### src/rtl/alu_pkg.sv
`default_nettype none
// ============================================================================
// Module      : alu_pkg
// Description : Shared types for the alu_v3 fixed-point ALU: opcode enum,
//               pipeline stage record and an opcode helper.
// Revision    : 1.0 - initial release
// ============================================================================
package alu_pkg;

    // Widest operand a stage record can carry. Operands are stored
    // sign-extended to this width; alu_v3 only uses the low BUS_WIDTH bits.
    localparam int ALU_MAX_W = 32;

    typedef enum logic [2:0] {
        OP_ADD  = 3'd0,
        OP_SUB  = 3'd1,
        OP_MUL  = 3'd2,
        OP_MAC  = 3'd3,
        OP_ADDE = 3'd4
    } alu_op_e;

    // The opcode is kept as raw bits so that reserved codes (5-7) survive
    // the pipeline and can have their overflow flag suppressed in S3.
    typedef struct packed {
        logic                 valid;
        logic [2:0]           op;
        logic                 f_clr;
        logic [ALU_MAX_W-1:0] a;
        logic [ALU_MAX_W-1:0] b;
    } alu_stage_t;

    function automatic logic is_reserved(input logic [2:0] op);
        return (op > 3'(OP_ADDE));
    endfunction

endpackage
`default_nettype wire

### src/rtl/sat_round.sv
`default_nettype none
// ============================================================================
// Module      : sat_round
// Description : Combinational arithmetic right shift with round-half-up,
//               followed by saturation to a narrower signed width.
// Ports       : din  - signed input, IN_W bits
//               dout - rounded, shifted, saturated output, OUT_W bits
//               ovf  - high when saturation clipped the value
// Revision    : 1.0 - initial release
// ============================================================================
module sat_round #(
    parameter int IN_W  = 16,
    parameter int OUT_W = 8,
    parameter int SHIFT = 0
) (
    input  logic signed [IN_W-1:0]  din,
    output logic signed [OUT_W-1:0] dout,
    output logic                    ovf
);

    // One guard bit so the rounding increment can never wrap.
    localparam int EXT_W = IN_W + 1;

    logic signed [EXT_W-1:0] w_ext;
    logic signed [EXT_W-1:0] w_rnd;
    logic signed [EXT_W-1:0] w_shr;
    logic [EXT_W-OUT_W:0]    w_hi;
    logic                    w_pos_ovf;
    logic                    w_neg_ovf;

    assign w_ext = {din[IN_W-1], din};

    generate
        if (SHIFT > 0) begin : g_round
            localparam logic [EXT_W-1:0] c_HALF = {{(EXT_W-1){1'b0}}, 1'b1} << (SHIFT - 1);
            assign w_rnd = w_ext + $signed(c_HALF);
        end else begin : g_noround
            assign w_rnd = w_ext;
        end
    endgenerate

    assign w_shr = w_rnd >>> SHIFT;

    // Result fits only if every bit from the output sign bit upward agrees.
    assign w_hi      = w_shr[EXT_W-1:OUT_W-1];
    assign w_pos_ovf = !w_shr[EXT_W-1] && (|w_hi);
    assign w_neg_ovf =  w_shr[EXT_W-1] && !(&w_hi);

    always_comb begin
        dout = w_shr[OUT_W-1:0];
        if (w_pos_ovf) begin
            dout = {1'b0, {(OUT_W-1){1'b1}}};
        end else if (w_neg_ovf) begin
            dout = {1'b1, {(OUT_W-1){1'b0}}};
        end
    end

    assign ovf = w_pos_ovf | w_neg_ovf;

endmodule
`default_nettype wire

### src/rtl/alu_v3.sv
`default_nettype none
// ============================================================================
// Module      : alu_v3
// Description : Pipelined signed fixed-point ALU (ADD/SUB/MUL/MAC/ADDE) with
//               saturating accumulator, valid tracking and overflow flag.
//               Output appears three edges after the capture edge.
// Ports       : clk, rst_n           - clock, async active-low reset
//               in_valid, op         - issue qualifier and opcode
//               data_a, data_b       - register operands
//               imm, sw, f_load      - E operand sources and select
//               f_clr                - MAC: use zero as accumulator base
//               out_valid,result,ovf - saturated result and overflow flag
// Revision    : 1.0 - initial release
// ============================================================================
module alu_v3
    import alu_pkg::*;
#(
    parameter int BUS_WIDTH = 8,   // 4 .. ALU_MAX_W
    parameter int FRAC_BITS = 0
) (
    input  logic                 clk,
    input  logic                 rst_n,
    input  logic                 in_valid,
    input  logic [2:0]           op,
    input  logic [BUS_WIDTH-1:0] data_a,
    input  logic [BUS_WIDTH-1:0] data_b,
    input  logic [BUS_WIDTH-1:0] imm,
    input  logic [BUS_WIDTH-1:0] sw,
    input  logic                 f_load,
    input  logic                 f_clr,
    output logic                 out_valid,
    output logic [BUS_WIDTH-1:0] result,
    output logic                 ovf
);

    localparam int W = BUS_WIDTH;

    // ---------------- S1: operand capture ----------------
    logic [W-1:0] w_e;
    logic [W-1:0] w_b_sel;
    alu_stage_t   r_s1;

    assign w_e     = f_load ? imm : sw;
    assign w_b_sel = (op == OP_ADDE) ? w_e : data_b;

    always_ff @(posedge clk or negedge rst_n) begin
        if (!rst_n) begin
            r_s1 <= '0;
        end else begin
            r_s1.valid <= in_valid;
            if (in_valid) begin
                r_s1.op    <= op;
                r_s1.f_clr <= f_clr;
                r_s1.a     <= ALU_MAX_W'($signed(data_a));
                r_s1.b     <= ALU_MAX_W'($signed(w_b_sel));
            end
        end
    end

    generate
        if (W < ALU_MAX_W) begin : g_unused_hi
            logic w_unused_hi;
            assign w_unused_hi = ^{r_s1.a[ALU_MAX_W-1:W], r_s1.b[ALU_MAX_W-1:W]};
        end
    endgenerate

    // ---------------- S2: add/sub and rescaled product ----------------
    logic signed [W-1:0]   w_a;
    logic signed [W-1:0]   w_b;
    logic signed [W:0]     w_sum;
    logic signed [2*W-1:0] w_prod;
    logic signed [W-1:0]   w_prod_sat;
    logic                  w_ovf_mul;

    logic                  r_s2_valid;
    logic [2:0]            r_s2_op;
    logic                  r_s2_f_clr;
    logic signed [W:0]     r_s2_sum;
    logic signed [W-1:0]   r_s2_prod;
    logic                  r_s2_ovf_mul;

    assign w_a = r_s1.a[W-1:0];
    assign w_b = r_s1.b[W-1:0];

    always_comb begin
        if (r_s1.op == OP_SUB) begin
            w_sum = {w_a[W-1], w_a} - {w_b[W-1], w_b};
        end else begin
            w_sum = {w_a[W-1], w_a} + {w_b[W-1], w_b};
        end
    end

    assign w_prod = (2*W)'(w_a) * (2*W)'(w_b);

    sat_round #(
        .IN_W  (2*W),
        .OUT_W (W),
        .SHIFT (FRAC_BITS)
    ) u_prod_sat (
        .din  (w_prod),
        .dout (w_prod_sat),
        .ovf  (w_ovf_mul)
    );

    always_ff @(posedge clk or negedge rst_n) begin
        if (!rst_n) begin
            r_s2_valid   <= 1'b0;
            r_s2_op      <= '0;
            r_s2_f_clr   <= 1'b0;
            r_s2_sum     <= '0;
            r_s2_prod    <= '0;
            r_s2_ovf_mul <= 1'b0;
        end else begin
            r_s2_valid <= r_s1.valid;
            if (r_s1.valid) begin
                r_s2_op      <= r_s1.op;
                r_s2_f_clr   <= r_s1.f_clr;
                r_s2_sum     <= w_sum;
                r_s2_prod    <= w_prod_sat;
                r_s2_ovf_mul <= w_ovf_mul;
            end
        end
    end

    // ---------------- S3: final saturation and accumulator ----------------
    // The whole read-modify-write of acc happens here, so consecutive MACs
    // see each other's results without forwarding.
    logic signed [W-1:0] r_acc;
    logic signed [W-1:0] w_mac_base;
    logic signed [W:0]   w_s3_in;
    logic signed [W-1:0] w_sum_sat;
    logic                w_ovf_sum;
    logic signed [W-1:0] w_res;
    logic                w_ovf;

    logic                r_s3_valid;
    logic [W-1:0]        r_s3_result;
    logic                r_s3_ovf;

    assign w_mac_base = r_s2_f_clr ? '0 : r_acc;
    assign w_s3_in    = (r_s2_op == OP_MAC)
                      ? ({w_mac_base[W-1], w_mac_base} + {r_s2_prod[W-1], r_s2_prod})
                      : r_s2_sum;

    sat_round #(
        .IN_W  (W + 1),
        .OUT_W (W),
        .SHIFT (0)
    ) u_sum_sat (
        .din  (w_s3_in),
        .dout (w_sum_sat),
        .ovf  (w_ovf_sum)
    );

    always_comb begin
        w_res = w_sum_sat;
        w_ovf = w_ovf_sum;
        if (r_s2_op == OP_MUL) begin
            w_res = r_s2_prod;
            w_ovf = r_s2_ovf_mul;
        end else if (r_s2_op == OP_MAC) begin
            w_ovf = r_s2_ovf_mul | w_ovf_sum;
        end else if (is_reserved(r_s2_op)) begin
            w_ovf = 1'b0;
        end
    end

    always_ff @(posedge clk or negedge rst_n) begin
        if (!rst_n) begin
            r_acc       <= '0;
            r_s3_valid  <= 1'b0;
            r_s3_result <= '0;
            r_s3_ovf    <= 1'b0;
        end else begin
            r_s3_valid <= r_s2_valid;
            if (r_s2_valid) begin
                r_s3_result <= w_res;
                r_s3_ovf    <= w_ovf;
                if (r_s2_op == OP_MAC) begin
                    r_acc <= w_sum_sat;
                end
            end
        end
    end

    // ---------------- Output register: holds value across idle cycles ----------------
    always_ff @(posedge clk or negedge rst_n) begin
        if (!rst_n) begin
            out_valid <= 1'b0;
            result    <= '0;
            ovf       <= 1'b0;
        end else begin
            out_valid <= r_s3_valid;
            if (r_s3_valid) begin
                result <= r_s3_result;
                ovf    <= r_s3_ovf;
            end
        end
    end

endmodule
`default_nettype wire

### config.mk
export PLATFORM = sky130hd
export DESIGN_NAME = alu_v3
export DESIGN_NICKNAME = d
export VERILOG_FILES = /design/src/rtl/alu_pkg.sv /design/src/rtl/sat_round.sv /design/src/rtl/alu_v3.sv
export SDC_FILE = /design/constraint.sdc
export NUM_CORES = 1
export LEC_CHECK = 0
export CORE_UTILIZATION = 30
export CTS_CLUSTER_SIZE = 25
export DETAILED_ROUTE_END_ITERATION = 12
export PLACE_DENSITY_LB_ADDON = 0.08
export SETUP_SLACK_MARGIN = 0.3
export SYNTH_ARGS = -nofsm -noshare
export SYNTH_HDL_FRONTEND = slang
export SYNTH_HIERARCHICAL = 1
export SYNTH_SLANG_ARGS = --single-unit
export TNS_END_PERCENT = 50
### constraint.sdc
create_clock -name clk -period 7.59 [get_ports clk]
set_clock_uncertainty 0.05 [all_clocks]
set_input_delay 0.759 -clock clk [delete_from_list [all_inputs] [get_ports clk]]
set_output_delay 0.759 -clock clk [all_outputs]
set_load 0.1 [all_outputs]
==> results.json, run 1 <==
{
  "outcome": "finished clean",
  "overflow": 0,
  "fin_cells": 998,
  "maxCapViolations": 0,
  "yosysTopAreaCellShare_pct": 26.86,
  "antenna_found_initial": 0,
  "hold_depth": 1,
  "io_buffer_count": 49,
  "chipHeight_um": 151.5,
  "cts_made_buffers": 9,
  "grt_pass1_vias": 4908,
  "drt-pass1-iter-count": 4,
  "ant_nets": 0,
  "path_class": "reg -> reg",
  "core_region_area_sq_um": 21890,
  "clock-root-buffer": "clkbuf_16",
  "use_met1_pct": 20.12,
  "post_cts_buffers": 0,
  "yosys.area.top_type": "dfrtp_1",
  "numClockSinks": 72,
  "core.rowCount": 54,
  "drt_iter0_markers": 153,
  "critPathLaunchType": "flop",
  "rrSetupSlack_ns": 1.87,
  "grt_pass1_wl_um": 25820,
  "hold_viol": 0,
  "netlist_area_sq_um": 6709,
  "clock_latency_ns": 0.34,
  "cp_top_family": "adder cells",
  "period_share_pct": 75.34,
  "die-area_sq_um": 22970,
  "finalSetupTns_ns": 0,
  "synth_top_family_by_area": "adder cells",
  "reg2reg_depth": 19,
  "grtUsageMet3_pct": 2.635,
  "fill_cells": 2257,
  "drive_above_1_share_pct": 5.850,
  "h-tree-depth": 3,
  "post_synth.cell_area_avg_sq_um": 9.910,
  "place_hpwl_um": 12270,
  "path_max_fanout": 12,
  "top_usage_layer": "met2",
  "num_vias": 4614,
  "rsz0062_at_grt": "no",
  "vias_per_cell": 4.623,
  "netlist-cell-type-count": 61,
  "start_util_pct": 30.65,
  "gr-usage-all-layers_pct": 14.77,
  "fin_util_pct": 35.48,
  "syn_inst": 677,
  "drt_wl_total_um": 15280,
  "synth.top_cells.by_area": "dfrtp_1 (27%), fa_1 (17%), ha_1 (9.3%), mux2_1 (6.9%), inv_1 (5.8%)",
  "ys.flop_type": "dfrtp_1",
  "finalSetupViolations": 0,
  "clock_path_buffers": 2,
  "dpl.cell_count": 982,
  "die_width_um": 151.5,
  "synth_warnings": 6,
  "worst_pin_slew_ns": 1.176,
  "syn_nets": 824,
  "synthSimpleGateAreaFrac_pct": 13.89,
  "holdCritStartpoint": "r_s1[64]$_DFFE_PN0P_",
  "nets": 860,
  "met2_usage_pct": 24.16,
  "synth-seq-area-share_pct": 26.86,
  "ios": 50,
  "antenna_cells": 0,
  "cts-resized-gates": 0,
  "worst_ep_required_time_ns": 7.76,
  "synthAdderAreaFrac_pct": 26.33,
  "tritoncts": "done",
  "crit_path_cell_trace": "and2_1 > fa_1 > inv_1 > fa_1 > inv_1 > fa_1 > inv_1 > fa_1 > inv_1 > ha_1 > o21ai_1 > nor2_1 > or4_4 > a31oi_4 > o31ai_1 > xnor2_1 > nand3_1 > o21a_1 > mux2_1",
  "hold_buffers": 0,
  "max_freq_mhz": 174.9,
  "hold_class": "reg -> reg",
  "cp_data_arrival_time_ns": 5.89,
  "hold_path_end": "r_s2_f_clr$_DFFE_PN0P_",
  "post_drt_wl_per_cell_um": 15.31,
  "drcViolationCount": 0,
  "worstSetupEndpointType": "flop",
  "place_congestion": 0.7664,
  "synth-seq-cells": 72,
  "reg2reg_from": "r_s1[4]$_DFFE_PN0P_",
  "synth-edff-count": 0,
  "synth_xor_area_share_pct": 3.916,
  "crit_buf_inv": 4,
  "slew_violations": 0,
  "r2r-end": "r_s2_ovf_mul$_DFFE_PN0P_",
  "period_needed_ns": 5.718,
  "muxShareOfSynthArea_pct": 11.30,
  "slowest_stage": "xnor2_1",
  "synth-compound-area-share_pct": 10.13,
  "ys_async_sr_fraction_pct": 100.0,
  "path_clk_slew_ns": 0.06,
  "grt_max_degree": 73,
  "area_growth_pct": 15.76,
  "max_stage_delay_ns": 0.69,
  "relSlewSlack_pct": 21.37
}
==> state kept, by name, summed over array words and instances (netlist names), 3 cells and up <==
name	count
r_s1	21
r_s2_sum	9
r_acc	8
r_s2_prod	8
r_s3_result	8
result	8
r_s2_op	3
==> cells in the final DEF, fill, tap and decap left out, types with 20 or more instances in the layout <==
master           Yosys  layout
dfrtp_1             72      72
inv_1              104     104
nor2b_1             20      20
nor2_1              39      39
and2_1              43      43
nand2_1             32      32
xnor2_1             26      26
mux2_1              41      41
fa_1                57      57
a21oi_1             25      25
ha_1                50      50
clkdlybuf4s50_1      0      48
==> cell usage after synthesis, types with 3 or more instances <==
cell type and number:
mux2_1 41, ha_1 50, or3_1 3, nand2b_1 3, a2bb2oi_1 7, nor3_1 6, nor2b_1 20, nor2_1 39
a21o_1 11, o21ai_1 16, dfrtp_1 72, inv_1 104, clkbuf_1 21, nand3_1 10, nand2_1 32, a21oi_1 25
o31ai_1 4, o21ai_0 6, mux2_2 9, xnor2_1 26, o211ai_1 3, mux2i_1 18, xor2_1 4, and2_1 43
o21a_1 5, fa_1 57
==> cell type report <==
| type | instances | area (sq um) | share of cell area, % |
|---|---|---|---|
| tap | 280 | 350.3 | 4.511 |
| inverter | 106 | 397.9 | 5.123 |
| multi-input combinational | 474 | 4399 | 56.65 |
| timing repair buffer | 50 | 495.5 | 6.380 |
| clock inverter | 6 | 92.59 | 1.192 |
| clock buffer | 10 | 229.0 | 2.948 |
| sequential | 72 | 1802 | 23.20 |
==> cells by family after synthesis <==
logic type / after synthesis
and+or+nand+nor: 170
buffers and inverters: 131
adders and majority gates: 107
AOI/OAI and AO/OA: 98
DFF: 72
muxes: 69
xor gates and xnor gates: 30
==> worst max-delay path by stage <==
stage / from / to / slack, ns / cells past startpoint
final: r_s1[4]$_DFFE_PN0P_ / r_s2_ovf_mul$_DFFE_PN0P_ / 1.87 / 19
after global routing: r_s1[2]$_DFFE_PN0P_ / r_s2_prod[4]$_DFFE_PN0P_ / 1.48 / 16
after CTS: r_s1[7]$_DFFE_PN0P_ / r_s2_ovf_mul$_DFFE_PN0P_ / 1.83 / 18
after detailed placement: r_s1[7]$_DFFE_PN0P_ / r_s2_ovf_mul$_DFFE_PN0P_ / 1.85 / 18
after global placement: r_s1[5]$_DFFE_PN0P_ / r_s2_ovf_mul$_DFFE_PN0P_ / 1.95 / 18
after floorplan: r_s1[4]$_DFFE_PN0P_ / r_s2_ovf_mul$_DFFE_PN0P_ / 2.29 / 21
==> worst reg2reg max path, stage by stage (launching register included) <==
cell     delay, ns
dfrtp_1       0.55
and2_1        0.25
fa_1          0.54
inv_1         0.05
fa_1          0.48
inv_1         0.06
fa_1          0.52
inv_1         0.05
fa_1          0.52
inv_1         0.04
ha_1          0.31
o21ai_1       0.09
nor2_1        0.08
or4_4         0.43
a31oi_4       0.20
o31ai_1       0.11
xnor2_1       0.69
nand3_1       0.15
o21a_1        0.15
mux2_1        0.28
==> routing by layer <==
layer,part of all wire (%),vias to the layer above
li1,-,2290
met1,50,2241
met2,46,71
met3,2.7,12
met4,1.1,0
met5,0,-
==> per-stage QoR <==
step | setup slack (ns) | hold slack [ns] | cell area [sq um]
floorplan | 2.295 | 0.3019 | 6709
global placement | 1.952 | 0.4163 | 7445
detailed placement | 1.853 | 0.4198 | 7445
CTS | 1.834 | 0.4310 | 7766
global route | 1.476 | 0.4522 | 7766
finish | 1.872 | 0.4291 | 7766
Power of run 1 is left out: the tool's default activity adds up to more than one toggle a clock period on the data nets, which glitch-free logic cannot reach.
==> inputs of run 2 (changes only) <==
==> constraint.sdc (replaced) <==
create_clock -name clk -period 5.1 [get_ports clk]
set_clock_uncertainty 0.05 [all_clocks]
set_input_delay 0.51 -clock clk [delete_from_list [all_inputs] [get_ports clk]]
set_output_delay 0.51 -clock clk [all_outputs]
set_load 0.1 [all_outputs]
==> run 2 against run 1 <==
Compared with the run above:
- the flow now finishes with violations (negative setup slack)
- worst hold slack got worse by 0.17 ns
- largest cell class unchanged
- non-clock buffer count grew 73
- setup slack worse by 1.9 ns
- final area up 10%
- via count up 5.6%
- sequential share of layout area is 2.1 points lower
- core utilization grew 3.7 points
- cell count grew 7.3%
- die area unchanged
- global-route usage is 0.89 points higher
- sequential cell count is the same
- routed wire length is 7.0% higher
==> results.json, run 2 (synthesized netlist as in run 1, its figures left out) <==
{
  "outcome": "finished, violations left",
  "failed_checks": "negative setup slack",
  "clock-root-buffer": "clkbuf_16",
  "tritoncts": "done",
  "reg_top3": "r_s1 x21, r_s2_sum x9",
  "reg2reg_depth": 17,
  "crit_path_cell_trace": "buf_6 > and2_4 > fa_1 > inv_2 > fa_1 > fa_1 > fa_1 > inv_2 > ha_4 > nor2b_4 > a2111oi_4 > buf_4 > o311ai_4 > nor4_2 > nand2_2 > a2bb2oi_2 > mux2_1",
  "path_max_fanout": 8,
  "fin_ws_ns": -0.05126,
  "mostFrequentLayoutCells": "inv_1 (99), buf_4 (69), dfrtp_1 (63)",
  "drive_above_1_share_pct": 20.48,
  "overflow": 0,
  "cp_data_arrival_time_ns": 5.32,
  "path_class": "reg -> reg",
  "finalSetupViolations": 7,
  "ios": 50,
  "worstSetupEndpoint": "r_s2_prod[3]$_DFFE_PN0P_",
  "drt_wl_total_um": 16350,
  "hold_viol": 0,
  "place_hpwl_um": 12880,
  "critPathLaunchType": "flop",
  "cp_top_family": "adder cells",
  "place_congestion": 0.7752,
  "r2r-end": "r_s2_prod[3]$_DFFE_PN0P_",
  "rsz0062_at_grt": "yes",
  "path_clk_slew_ns": 0.06,
  "hold_class": "in -> async",
  "ant_nets": 0,
  "post_drt_wl_per_cell_um": 15.26,
  "antenna_found_initial": 0,
  "die-area_sq_um": 22970,
  "largest_reg_flops": 21,
  "relSlewSlack_pct": 22.41,
  "maxCapViolations": 0,
  "slowest_stage": "fa_1",
  "grt_pass1_wl_um": 27240,
  "pre_cts_ws_ns": -0.3272,
  "worst_pin_slew_ns": 1.164,
  "die_width_um": 151.5,
  "grt_pass1_vias": 5141,
  "clock_path_buffers": 2,
  "h-tree-depth": 3,
  "clock_latency_ns": 0.34,
  "period_needed_ns": 5.151,
  "worstSetupEndpointType": "flop",
  "nets": 933,
  "reg2reg_from": "r_s1[39]$_DFFE_PN0P_",
  "drcViolationCount": 0,
  "core.rowCount": 54,
  "num_vias": 4873,
  "crit_buf_inv": 4,
  "cts_made_buffers": 9,
  "crit_start": "r_s1[39]$_DFFE_PN0P_",
  "regMostFlops": "r_s1",
  "start_util_pct": 30.65,
  "path_depth": 17,
  "drt-pass1-iter-count": 4,
  "rrSetupSlack_ns": -0.05,
  "antenna_cells": 0,
  "max_stage_delay_ns": 0.60,
  "grt_max_degree": 73,
  "area_growth_pct": 27.86,
  "io_buffer_count": 49,
  "max_freq_mhz": 194.1,
  "gr-usage-all-layers_pct": 15.66,
  "slew_violations": 0,
  "vias_per_cell": 4.550,
  "chipHeight_um": 151.5,
  "period_share_pct": 101.0,
  "numClockSinks": 72,
  "final_common_cell": "inv_1",
  "path_common_cell": "fa_1",
  "core_region_area_sq_um": 21890,
  "drt_iter0_markers": 178,
  "hold_buffers": 0,
  "worst_ep_required_time_ns": 5.27
}
## run 2: changes by cell type in the layout (fill, tap and decap cells not counted), sizes merged
cell    change
buf        +73
inv         +2
clkbuf      -1
clkinv      -1
## run 2: cell type report
class | count | area, sq um
well taps | 280 | 350.3
flip-flops and latches | 72 | 1813
inverters | 106 | 397.9
clock buffers | 9 | 225.2
fillers | 2234 | 13310
repair buffers | 123 | 1066
multi-input cells | 474 | 4624
clock inverters | 7 | 101.3
## run 2: repair_timing
action	4_1_cts	5_1_grt
pin swaps	24	20
gates resized for setup	28	23
buffers inserted	14	0
setup endpoints to repair	9	9
## run 2: through the flow
step / cells / TNS, ns / hold slack, ns / cell area (sq um) / utilization [%]
CTS: 1071 / -0.004195 / 0.3308 / 8446 / 38.58
finish: 1071 / -0.3194 / 0.2613 / 8578 / 39.19
global placement: 1041 / -2.085 / 0.4137 / 7920 / 36.18
global route: 1071 / -2.323 / 0.3447 / 8578 / 39.19
floorplan: 677 / -0.008204 / 0.1644 / 6787 / -
detailed placement: 1041 / -2.299 / 0.4208 / 7920 / 36.18
## run 2: worst min path at each step
stage / startpoint / end
after floorplan: rst_n / out_valid$_DFF_PN0_
after global placement: r_s1[64]$_DFFE_PN0P_ / r_s2_f_clr$_DFFE_PN0P_
after detailed placement: r_s1[64]$_DFFE_PN0P_ / r_s1[64]$_DFFE_PN0P_
after CTS: rst_n / r_s2_prod[6]$_DFFE_PN0P_
after global routing: rst_n / r_s1[33]$_DFFE_PN0P_
final: rst_n / r_s2_prod[5]$_DFFE_PN0P_
## run 2: layer usage
| metal | GRT usage [%] | wire (um) |
|---|---|---|
| met1 | 21.43 | 8011 |
| met2 | 26.21 | 7847 |
| met3 | 2.365 | 360 |
| met4 | 2.970 | 127 |
| met5 | 0 | 0 |
Power of run 2 is left out for the same reason.
==> inputs of run 3 (changes only) <==
--- a/config.mk
+++ b/config.mk
@@ -6,12 +6,11 @@
 export NUM_CORES = 1
 export LEC_CHECK = 0
 export CORE_UTILIZATION = 30
-export CTS_CLUSTER_SIZE = 25
+export CTS_CLUSTER_SIZE = 16
 export DETAILED_ROUTE_END_ITERATION = 12
 export PLACE_DENSITY_LB_ADDON = 0.08
 export SETUP_SLACK_MARGIN = 0.3
 export SYNTH_ARGS = -nofsm -noshare
 export SYNTH_HDL_FRONTEND = slang
-export SYNTH_HIERARCHICAL = 1
 export SYNTH_SLANG_ARGS = --single-unit
 export TNS_END_PERCENT = 50
==> run 3 against run 2 <==
Compared with the run above:
- global-route usage is 0.28 points higher
- the run now ends clean
- die area decreased by 1.5%
- synthesized area fell by 1.5%
- via count rose by 1.6%
- clock-buffer cell count increased by 2
- cell count fell by 1.2%
- highest routed layer unchanged
- sequential cell count unchanged
- non-clock buffer count fell by 20
- sequential share of layout area up 0.83 points
- setup slack better by 0.13 ns
- largest cell class unchanged
==> results.json, run 3 <==
{
  "yosys.area.top_type": "dfrtp_1",
  "largest_reg_flops": 21,
  "worst_pin_slew_ns": 1.068,
  "path_clk_slew_ns": 0.06,
  "period_needed_ns": 5.024,
  "finalSetupViolations": 0,
  "post_synth.cell_area_avg_sq_um": 9.531,
  "cp_data_arrival_time_ns": 5.20,
  "finalSetupTns_ns": 0,
  "synth-seq-cells": 72,
  "crit_path_cell_trace": "and2_4 > fa_1 > inv_1 > fa_1 > inv_2 > fa_1 > inv_1 > fa_1 > inv_2 > ha_4 > nand3_2 > o2111ai_2 > o21ai_1 > xor2_1 > or4_4 > o311a_4 > a211o_1",
  "clock_path_buffers": 2,
  "ios": 50,
  "crit_buf_inv": 4,
  "maxCapViolations": 0,
  "final_common_cell": "inv_1",
  "synth.top_cells.by_area": "dfrtp_1 (27%), fa_1 (17%), ha_1 (9.3%), mux2_2 (6.3%), inv_1 (5.3%)",
  "drcViolationCount": 0,
  "antenna_found_initial": 0,
  "start_util_pct": 31.03,
  "ys_async_sr_fraction_pct": 100.0,
  "synth_most_common_cell": "inv_1",
  "yosysTopAreaCellShare_pct": 27.28,
  "die_width_um": 150.4,
  "die-area_sq_um": 22610,
  "slowest_stage": "fa_1",
  "ys.flop_type": "dfrtp_1",
  "ant_nets": 0,
  "use_met1_pct": 22.59,
  "nets": 924,
  "reg_top3": "r_s1 x21, r_s2_sum x9",
  "h-tree-depth": 3,
  "reg2reg_depth": 17,
  "slew_violations": 0,
  "area_growth_pct": 25.06,
  "tritoncts": "done",
  "rsz0062_at_grt": "yes",
  "chipHeight_um": 150.4,
  "path_max_fanout": 8,
  "worstSetupEndpoint": "r_s2_ovf_mul$_DFFE_PN0P_",
  "path_class": "reg -> reg",
  "rrSetupSlack_ns": 0.08,
  "period_share_pct": 98.51,
  "drt_wl_total_um": 16600,
  "syn_nets": 839,
  "regMostFlops": "r_s1",
  "max_freq_mhz": 199.0,
  "place_congestion": 0.8538,
  "grt_pass1_wl_um": 27520,
  "clock-root-buffer": "clkbuf_16",
  "outcome": "finished clean",
  "antenna_cells": 0,
  "core.rowCount": 53,
  "drt-pass1-iter-count": 4,
  "met2_usage_pct": 25.21,
  "worst_ep_required_time_ns": 5.27,
  "clock_latency_ns": 0.34,
  "path_common_cell": "fa_1",
  "crit_start": "r_s1[4]$_DFFE_PN0P_",
  "grt_max_degree": 73,
  "gr-usage-all-layers_pct": 15.94,
  "grtUsageMet3_pct": 2.636,
  "grt_pass1_vias": 5189,
  "worstSetupEndpointType": "flop",
  "place_hpwl_um": 13300,
  "syn_inst": 693,
  "cp_top_family": "adder cells",
  "r2r-end": "r_s2_ovf_mul$_DFFE_PN0P_",
  "synth-edff-count": 0,
  "post_drt_wl_per_cell_um": 15.69,
  "relSlewSlack_pct": 28.58,
  "netlist-cell-type-count": 62,
  "numClockSinks": 72,
  "core_region_area_sq_um": 21290,
  "synth_warnings": 0,
  "io_buffer_count": 49,
  "overflow": 0,
  "drive_above_1_share_pct": 21.46,
  "path_depth": 17,
  "netlist_area_sq_um": 6605,
  "reg2reg_from": "r_s1[4]$_DFFE_PN0P_",
  "top_usage_layer": "met2",
  "mostFrequentLayoutCells": "inv_1 (88), dfrtp_1 (62), nand2_1 (58)",
  "vias_per_cell": 4.678,
  "num_vias": 4949,
  "critPathLaunchType": "flop",
  "drt_iter0_markers": 295,
  "synth-seq-area-share_pct": 27.28,
  "max_stage_delay_ns": 0.54,
  "hold_viol": 0,
  "cts_made_buffers": 9,
  "synth_commonest_cells": "inv_1 (93), dfrtp_1 (72), nand2_1 (59)",
  "hold_class": "in -> async",
  "fin_util_pct": 38.81
}
[run 3: cells by family (layout without fill, tap and decap cells)]
group | count (synthesis) | count (layout) | synth area share (%)
muxes | 47 | 47 | 7.824
DFF | 72 | 72 | 27.28
and+or+nand+nor | 193 | 193 | 14.87
buffers and inverters | 123 | 213 | 7.482
adders and majority gates | 106 | 106 | 26.56
AOI/OAI and AO/OA | 122 | 122 | 12.01
xor gates and xnor gates | 30 | 30 | 3.978
[run 3: through the flow]
stage,hold WS (ns),instances,setup slack (ns),cell area (sq um)
finish,0.2361,1058,0.07575,8260
global route,0.3175,1058,-0.1032,8260
CTS,0.3010,1057,0.1198,8172
detailed placement,0.4164,1031,-0.1620,7644
global placement,0.4057,1031,-0.1118,7644
floorplan,0.1644,693,0.02213,6646
[run 3: how the worst min path moves through the flow]
stage / to / cells past startpoint
after global routing: r_s2_prod[5]$_DFFE_PN0P_ / 1
final: r_s2_ovf_mul$_DFFE_PN0P_ / 1
after CTS: r_s2_prod[5]$_DFFE_PN0P_ / 1
after global placement: r_acc[0]$_DFFE_PN0P_ / 2
after detailed placement: r_acc[2]$_DFFE_PN0P_ / 2
after floorplan: out_valid$_DFF_PN0_ / 0
[run 3: final cells by class]
class	count	area (sq um)
inverters	94	352.8
repair buffers	103	924.6
flip-flops and latches	72	1814
fillers	2144	13030
multi-input cells	498	4526
clock inverters	5	56.30
well taps	275	344.1
clock buffers	11	242.7
[run 3: layer usage]
layer  wire length (um)  vias to the layer above
met5                  0                        -
met4                279                        0
met3                433                       16
met2               7554                       89
met1               8334                     2373
li1                   -                     2471
[run 3: repair_timing]
action | 4_1_cts | 5_1_grt
hold buffers | 0 | 0
pin swaps | 21 | 7
resized for setup | 42 | 16
setup endpoints to repair | 9 | 9
setup buffers | 10 | 1
[run 3: worst register-to-register path, stage by stage (launching register included)]
cell and delay (ns):
dfrtp_2 0.46, and2_4 0.18, fa_1 0.54, inv_1 0.05, fa_1 0.49, inv_2 0.04, fa_1 0.52, inv_1 0.04
fa_1 0.49, inv_2 0.05, ha_4 0.29, nand3_2 0.08, o2111ai_2 0.20, o21ai_1 0.11, xor2_1 0.18, or4_4 0.53
o311a_4 0.37, a211o_1 0.24
Power of run 3 is left out for the same reason.
